## src/rtl/serial_mag_comp_pkg.sv

```systemverilog
// Shared types and constants for the digit-serial magnitude comparator.
package serial_mag_comp_pkg;

  localparam int unsigned DIGIT_W = 2;

  typedef enum logic {
    IDLE = 1'b0,
    RUN  = 1'b1
  } state_e;

  typedef enum logic {
    DIR_LT = 1'b0,
    DIR_GT = 1'b1
  } dir_e;

endpackage

```

## src/rtl/serial_mag_comp_if.sv

```systemverilog
// Digit-serial source and result bus of serial_mag_comp; master drives digits, slave is the comparator.
interface serial_mag_comp_if;

  logic                                     start;
  logic                                     dig_valid;
  logic [serial_mag_comp_pkg::DIGIT_W-1:0]  a_dig;
  logic [serial_mag_comp_pkg::DIGIT_W-1:0]  b_dig;
  logic                                     busy;
  logic                                     done;
  logic                                     eq;
  logic                                     lt;
  logic                                     gt;

  modport master (
    output start, dig_valid, a_dig, b_dig,
    input  busy, done, eq, lt, gt
  );

  modport slave (
    input  start, dig_valid, a_dig, b_dig,
    output busy, done, eq, lt, gt
  );

endinterface

```

## src/rtl/serial_mag_comp_digit_cmp2.sv

```systemverilog
// Combinational 2-bit digit comparator; exactly one of eq_o/lt_o/gt_o is high.
module digit_cmp2
  import serial_mag_comp_pkg::*;
(
  input  logic [DIGIT_W-1:0] a_i,
  input  logic [DIGIT_W-1:0] b_i,
  output logic               eq_o,
  output logic               lt_o,
  output logic               gt_o
);

  always_comb begin
    eq_o = (a_i == b_i);
    lt_o = (a_i <  b_i);
    gt_o = (a_i >  b_i);
  end

endmodule

```

## src/rtl/serial_mag_comp.sv

```systemverilog
// Word-level magnitude comparator folding MSB-first digit results into registered eq/lt/gt.
// Optional: SERIAL_MAG_COMP_EARLY_DONE_EN finishes a word at the first differing digit.
module serial_mag_comp
  import serial_mag_comp_pkg::*;
#(
  parameter int unsigned DIGITS = 4
) (
  input  logic                clk,
  input  logic                rst,
  serial_mag_comp_if.slave    bus
);

  localparam int unsigned       CNT_W    = $clog2(DIGITS + 1);
  localparam logic [CNT_W-1:0]  CNT_FULL = CNT_W'(DIGITS);

`ifdef SERIAL_MAG_COMP_EARLY_DONE_EN
  localparam bit EARLY_DONE = 1'b1;
`else
  localparam bit EARLY_DONE = 1'b0;
`endif

  state_e           state_q, state_d;
  logic [CNT_W-1:0] cnt_q, cnt_d;
  logic             decided_q, decided_d;
  dir_e             dir_q, dir_d;
  logic             done_q, done_d;
  logic             eq_q, eq_d;
  logic             lt_q, lt_d;
  logic             gt_q, gt_d;

  logic dig_eq, dig_lt, dig_gt;
  logic complete;

  digit_cmp2 u_digit_cmp2 (
    .a_i  (bus.a_dig),
    .b_i  (bus.b_dig),
    .eq_o (dig_eq),
    .lt_o (dig_lt),
    .gt_o (dig_gt)
  );

  // The word closes one cycle after its final digit was counted, giving the
  // edge-N accept / edge-N+1 done latency; no digit is taken in that cycle.
  assign complete = (state_q == RUN) &&
                    ((cnt_q == CNT_FULL) || (EARLY_DONE && decided_q));

  always_comb begin
    state_d   = state_q;
    cnt_d     = cnt_q;
    decided_d = decided_q;
    dir_d     = dir_q;
    done_d    = 1'b0;
    eq_d      = eq_q;
    lt_d      = lt_q;
    gt_d      = gt_q;

    if (bus.start) begin
      state_d   = RUN;
      cnt_d     = '0;
      decided_d = 1'b0;
      dir_d     = DIR_LT;
    end else if (state_q == RUN) begin
      if (complete) begin
        state_d = IDLE;
        done_d  = 1'b1;
        eq_d    = !decided_q;
        lt_d    = decided_q && (dir_q == DIR_LT);
        gt_d    = decided_q && (dir_q == DIR_GT);
      end else if (bus.dig_valid) begin
        cnt_d = cnt_q + CNT_W'(1);
        if (!decided_q) begin
          unique case ({dig_eq, dig_lt, dig_gt})
            3'b010: begin
              decided_d = 1'b1;
              dir_d     = DIR_LT;
            end
            3'b001: begin
              decided_d = 1'b1;
              dir_d     = DIR_GT;
            end
            default: ;
          endcase
        end
      end
    end
  end

  always_ff @(posedge clk) begin
    if (rst) begin
      state_q   <= IDLE;
      cnt_q     <= '0;
      decided_q <= 1'b0;
      dir_q     <= DIR_LT;
      done_q    <= 1'b0;
      eq_q      <= 1'b0;
      lt_q      <= 1'b0;
      gt_q      <= 1'b0;
    end else begin
      state_q   <= state_d;
      cnt_q     <= cnt_d;
      decided_q <= decided_d;
      dir_q     <= dir_d;
      done_q    <= done_d;
      eq_q      <= eq_d;
      lt_q      <= lt_d;
      gt_q      <= gt_d;
    end
  end

  assign bus.busy = (state_q == RUN);
  assign bus.done = done_q;
  assign bus.eq   = eq_q;
  assign bus.lt   = lt_q;
  assign bus.gt   = gt_q;

endmodule

```

## src/flat_wrapper.sv

```systemverilog
// flat-port wrapper written by rule: the top's interface ports become plain ports
module serial_mag_comp_flat import serial_mag_comp_pkg::*;
#(
  parameter int unsigned DIGITS = 4
)
  (clk, rst, bus_start, bus_dig_valid, bus_a_dig, bus_b_dig, bus_busy, bus_done, bus_eq, bus_lt, bus_gt);
  serial_mag_comp_if bus_i ();
  input  logic clk;
  input  logic rst;
  input wire logic [$bits(bus_i.start)-1:0] bus_start;
  input wire logic [$bits(bus_i.dig_valid)-1:0] bus_dig_valid;
  input wire logic [$bits(bus_i.a_dig)-1:0] bus_a_dig;
  input wire logic [$bits(bus_i.b_dig)-1:0] bus_b_dig;
  output wire logic [$bits(bus_i.busy)-1:0] bus_busy;
  output wire logic [$bits(bus_i.done)-1:0] bus_done;
  output wire logic [$bits(bus_i.eq)-1:0] bus_eq;
  output wire logic [$bits(bus_i.lt)-1:0] bus_lt;
  output wire logic [$bits(bus_i.gt)-1:0] bus_gt;
  assign bus_i.start = bus_start;
  assign bus_i.dig_valid = bus_dig_valid;
  assign bus_i.a_dig = bus_a_dig;
  assign bus_i.b_dig = bus_b_dig;
  assign bus_busy = bus_i.busy;
  assign bus_done = bus_i.done;
  assign bus_eq = bus_i.eq;
  assign bus_lt = bus_i.lt;
  assign bus_gt = bus_i.gt;
  serial_mag_comp #(.DIGITS(DIGITS)) u_core (.clk(clk), .rst(rst), .bus(bus_i));
endmodule
```

## config.mk

```make
export PLATFORM = sky130hd
export DESIGN_NAME = serial_mag_comp_flat
export DESIGN_NICKNAME = d
export VERILOG_FILES = /design/src/rtl/serial_mag_comp_pkg.sv /design/src/rtl/serial_mag_comp_if.sv /design/src/rtl/serial_mag_comp_digit_cmp2.sv /design/src/rtl/serial_mag_comp.sv /design/src/flat_wrapper.sv
export SDC_FILE = /design/constraint.sdc
export NUM_CORES = 1
export LEC_CHECK = 0
export CAP_MARGIN = 20
export CORE_AREA = 2 2 39 41
export DETAILED_ROUTE_END_ITERATION = 8
export DIE_AREA = 0 0 41 43
export HOLD_SLACK_MARGIN = 0.1
export PLACE_DENSITY = 0.66
export SLEW_MARGIN = 20
export SYNTH_ARGS = -nofsm -noshare
export SYNTH_HDL_FRONTEND = slang
export SYNTH_SLANG_ARGS = --single-unit
```

## constraint.sdc

```tcl
create_clock -name clk -period 1.5 [get_ports clk]
set_input_delay 0.45 -clock clk [delete_from_list [all_inputs] [get_ports clk]]
set_output_delay 0.45 -clock clk [all_outputs]
set_load 0.05 [all_outputs]
```

# After elaboration in Yosys (flattened, before gate mapping)
# Cells that the tools add are included.
# word_totals
ff_bits	10
wordCells	38
out_inout_bits	5
in_bits	8
# op_classes
mux	7
n_lt_le_gt_ge	2
n_reduce_logical	11
add_sub_neg	1
n_eq_ne	4
bitwise	5
# ops
cell	count
two-way mux 1 bit	6
AND reduction 3 bit	2
inverter 1 bit	5
AND reduction 5 bit	1
OR reduction 2 bit	2
adder 3 x 1 -> 3 bit (second input constant)	1
equality test 3 x 1 -> 1 bit (second input constant)	1
equality test 3 x 2 -> 1 bit (second input constant)	1
equality test 3 bit (second input constant)	1
logical AND 1 bit	3
OR reduction 3 bit	1
equality test 2 bit	1
> comparator 2 bit	1
< comparator 2 bit	1
one-hot mux 1 bit (2 select lines)	1
nonzero test 2 bit	1
zero test 1 bit	1

# Depth between registers and ports, before layout
# depth
ltp_word	5
mapped_depth	5
depth_no_buf	5

# Hierarchy
# Synthesis repeated with hierarchy kept, for this count alone.
# hier_totals
cells_unflattened	59
area_unflattened_um2	515.5
# by_module_without_submodules
mod	cells_each	area_per_inst_um2	seq_area_each_um2	n_inst
serial_mag_comp	50	452.9	200.2	1
digit_cmp2	9	62.6	0.0	1

# Worst setup path before layout
# Ideal clock, no wire load.
# synth_timing
path_kind	register -> register
from	reg u_core.state_q (netlist: u_core.bus.busy)
to	reg u_core.cnt_q[2]
path_slack_ns	0.000
required_time_ns	1.430
arrival_time_ns	1.430
setup_time_ns	0.070
path_buffers	0
period_less_slack_ns	1.500
stages_incl_launch_ff	4
cell_sequence	dfxtp_1 -> a21bo_1 -> or4_1 -> a21oi_1
# synth_via
elab_chain_len	3
# synth_lines
item	line_no	source
start, declared	serial_mag_comp.sv:22	state_e state_q, state_d;
start signal, assigned	serial_mag_comp.sv:99	state_q <= state_d;
logical AND 1 bit	serial_mag_comp.sv:44	assign complete = (state_q == RUN) &&
inverter 1 bit (no line)	n/a	
AND reduction 3 bit (no line) (*)	n/a	
end signal, assigned	serial_mag_comp.sv:100	cnt_q <= cnt_d;
end, declared	serial_mag_comp.sv:23	logic [CNT_W-1:0] cnt_q, cnt_d;
# Mark *: on every way between the ends. The rest lies on a longest branch, timed or not.
# A chain may end at the register's enable or synchronous reset.

# Final worst setup path
# layout_timing
from	in bus_a_dig[0]
to	reg u_core.dir_q
# layout_via
elab_chain_len	4
elab_cells_between_ends	8
cone_classes	order compare (2); eq/ne (3); mux (1); reduce/logical (2)
# layout_lines
item	line_no	source
start, declared	flat_wrapper.sv:12	input wire logic [$bits(bus_i.a_dig)-1:0] bus_a_dig;
> comparator 2 bit, or another cell as far along	serial_mag_comp_digit_cmp2.sv:15	gt_o = (a_i > b_i);
equality test 3 x 2 -> 1 bit or equality test 3 x 1 -> 1 bit (tied branches)	serial_mag_comp.sv:72	unique case ({dig_eq, dig_lt, dig_gt})
nonzero test 2 bit (no line)	n/a	
AND reduction 5 bit (no line)	n/a	
end signal, assigned	serial_mag_comp.sv:102	dir_q <= dir_d;
end, declared	serial_mag_comp.sv:25	dir_e dir_q, dir_d;
# Parallel ways exist; a longest one is shown, timed or not.

==> out/results.tsv <==
metric	value	unit
IO Count	13	
Core ar.	0.00138	mm2
Synthesis Warnings	0	
die span in x	41	um
largest fanout on the critical path	2	
Post-Synth Simple-Gate Area	0.200	
mux cell area share after synthesis	0	
metal3 WL	46	um
XOR/XNOR Fraction of Synth Area	0	
Async S/R FF share, synth	0	
Setup TNS	0	ns
routed length per placed instance	10.4	um
register area share after synthesis	0.427	
share of layout cells above drive strength 1	0.316	
Synth Flop Type	dfxtp_1	
Clk Latency, worst-skew pair	0.26	ns
post-layout min period	1.47	ns
Post-CTS Setup Bufs	0	
H-Tree Depth	1	
RSZ-0062 raised after global routing	false	
number of antenna-violating nets in the routed design	0	
post-synthesis average cell area	8.53	um2
Max Freq	678	MHz
Slew @ Worst Pin	0.209	ns
critical path data arrival time	1.66	ns
Worst Hold Class	reg -> reg	
TritonCTS clock tree	built	
fill cell count	131	
final net count	90	
GRT Total Usage	0.143	
Post-synth EDFFs	0	
Fin. Hold Viols	0	
IO buf count	12	
drt via density	4.88	
Initial Utilization	0.339	
worst clock skew	0.00444	ns
Rel. slew slack	0.859	
pin count of the biggest net entering global routing	7	
Synth top cells by count	dfxtp_1, a21oi_1, inv_1	
vias in the first global route	421	
WP data required	1.68	ns
via count	449	
Pre-antenna DRT Iters	1	
Synth Area in Compound Gates	0.211	
top sig layer	met4	
max-cap violation count	0	
syn_nets	67	
main combinational cell family by area after synthesis	compound AO/OA/AOI/OAI gates	
CP endpoint kind	flip-flop	
first-pass GRT wire length	1640	um
Final Non-Filler Cells	92	
top-count cell post-synth	dfxtp_1	
Yosys top cell area share	0.427	
Syn-to-layout area delta	64.0	%
CTS Root Cell	clkbuf_4	
initial antenna violation count	0	
FF+latch area	201	um2
max-slew violations	0	
Syn Inst Count	55	
pwr/cell area	728	mW/mm2
DRT iter0 DRCs	0	
static leakage	0.301	nW
met1 wire length	434	um
final period utilization	0.983	
Overflow after GRT	0	
Adder-Cell Fraction of Synth Area	0.107	
# clock sinks	10	
synthesized area	469	um2
worst setup path class	in -> reg	
synth top area cells	dfxtp_1, ha_1, a21oi_1, inv_1, nand2_1	
placer congestion estimate	0.776	
metal2 WL	463	um
multi-input logic area	282	um2
FF+latch count, synth	10	
Die Span Y	43	um
status	finished clean	
crit start category	primary input	
DRC	0	
synth unique cells	20	
Inst Count DP	89	
DP Wirelength	694	um
die area	0.00176	mm2
TritonCTS Buffers	3	
WL final	960	um
Longest Clk Path Bufs	2	
leading area contributor after synthesis	dfxtp_1	
VDD IR max	0.337	mV
final setup fails	0	
Clk pin slew, worst setup/hold paths	0.06	ns
ant diodes	0	
# rows	14	
==> layer usage <==
metal,global-route usage,vias to the layer above
li1,-,237
met1,0.165,197
met2,0.209,13
met3,0.0314,2
met4,0.120,0
met5,0,-
==> layout make-up <==
type | count | area share
clock buffers | 3 | 0.0293
inverters | 7 | 0.0341
multi-input cells | 38 | 0.366
flip-flops and latches | 10 | 0.262
well taps | 16 | 0.0260
repair buffers | 18 | 0.283
==> worst paths after layout <==
path	from	to	slack [ns]	depth (start not counted)
worst min register to register	u_core.bus.lt$_SDFFE_PP0P_	u_core.bus.lt$_SDFFE_PP0P_	0.49	2
worst max-delay path	bus_a_dig[0]	u_core.dir_q$_SDFFE_PP0P_	0.03	6
worst max register to register	u_core.cnt_q[0]$_SDFFE_PP0P_	u_core.cnt_q[2]$_SDFFE_PP0P_	0.07	5
worst min-delay path	u_core.bus.lt$_SDFFE_PP0P_	u_core.bus.lt$_SDFFE_PP0P_	0.49	2
==> power breakdown <==
part           switching, mW  total [mW]  internal [mW]
combinational         0.0435      0.0991         0.0556
sequential           0.00491       0.275          0.270
clock                 0.0933       0.186         0.0926
==> placed cells by master (no fill, tap or decap), drive strengths merged, types with 2 or more instances in the layout <==
| cell type | count |
|---|---|
| a21oi | 8 |
| or2 | 3 |
| o21ai | 2 |
| buf | 11 |
| inv | 7 |
| nor2 | 4 |
| ha | 4 |
| clkbuf | 3 |
| a31oi | 2 |
| nand3 | 2 |
| clkdlybuf4s50 | 6 |
| dfxtp | 10 |
| nand2 | 5 |
==> cell families after synthesis <==
kind of cell,Yosys count
adders and majority gates,4
and+or+nand+nor,18
buffers and inverters,7
DFF,10
AOI/OAI and AO/OA,16
==> per-stage QoR <==
step,util,total power [mW],hold slack [ns],area (um2),setup slack (ns)
2_1_floorplan,-,0.316,0.465,469,0.000492
3_3_place_gp,0.509,0.363,0.477,704,-0.263
3_5_place_dp,0.509,0.364,0.485,704,-0.306
4_1_cts,0.537,0.558,0.494,743,0.00790
5_1_grt,0.556,0.589,0.523,769,0.00444
6_report,0.556,0.560,0.491,769,0.0253
==> critical path: stages <==
cell	delay, ns
clkdlybuf4s50_1	0.45
inv_1	0.06
ha_4	0.27
a21oi_2	0.05
and3_4	0.18
a211oi_2	0.20
==> sequential cells by signal, summed over array words and instances (netlist names) <==
register and cells:
u_core.cnt_q 3, u_core.bus.done 1, u_core.decided_q 1, u_core.bus.eq 1
u_core.dir_q 1, u_core.bus.busy 1, u_core.bus.lt 1, u_core.bus.gt 1
==> timing repair <==
item,in CTS,in global routing
resized for setup,2,6
hold buffers,0,0
endpoints found under the setup margin,1,2
pin swaps,0,3
(Power assumes the default switching activity.)
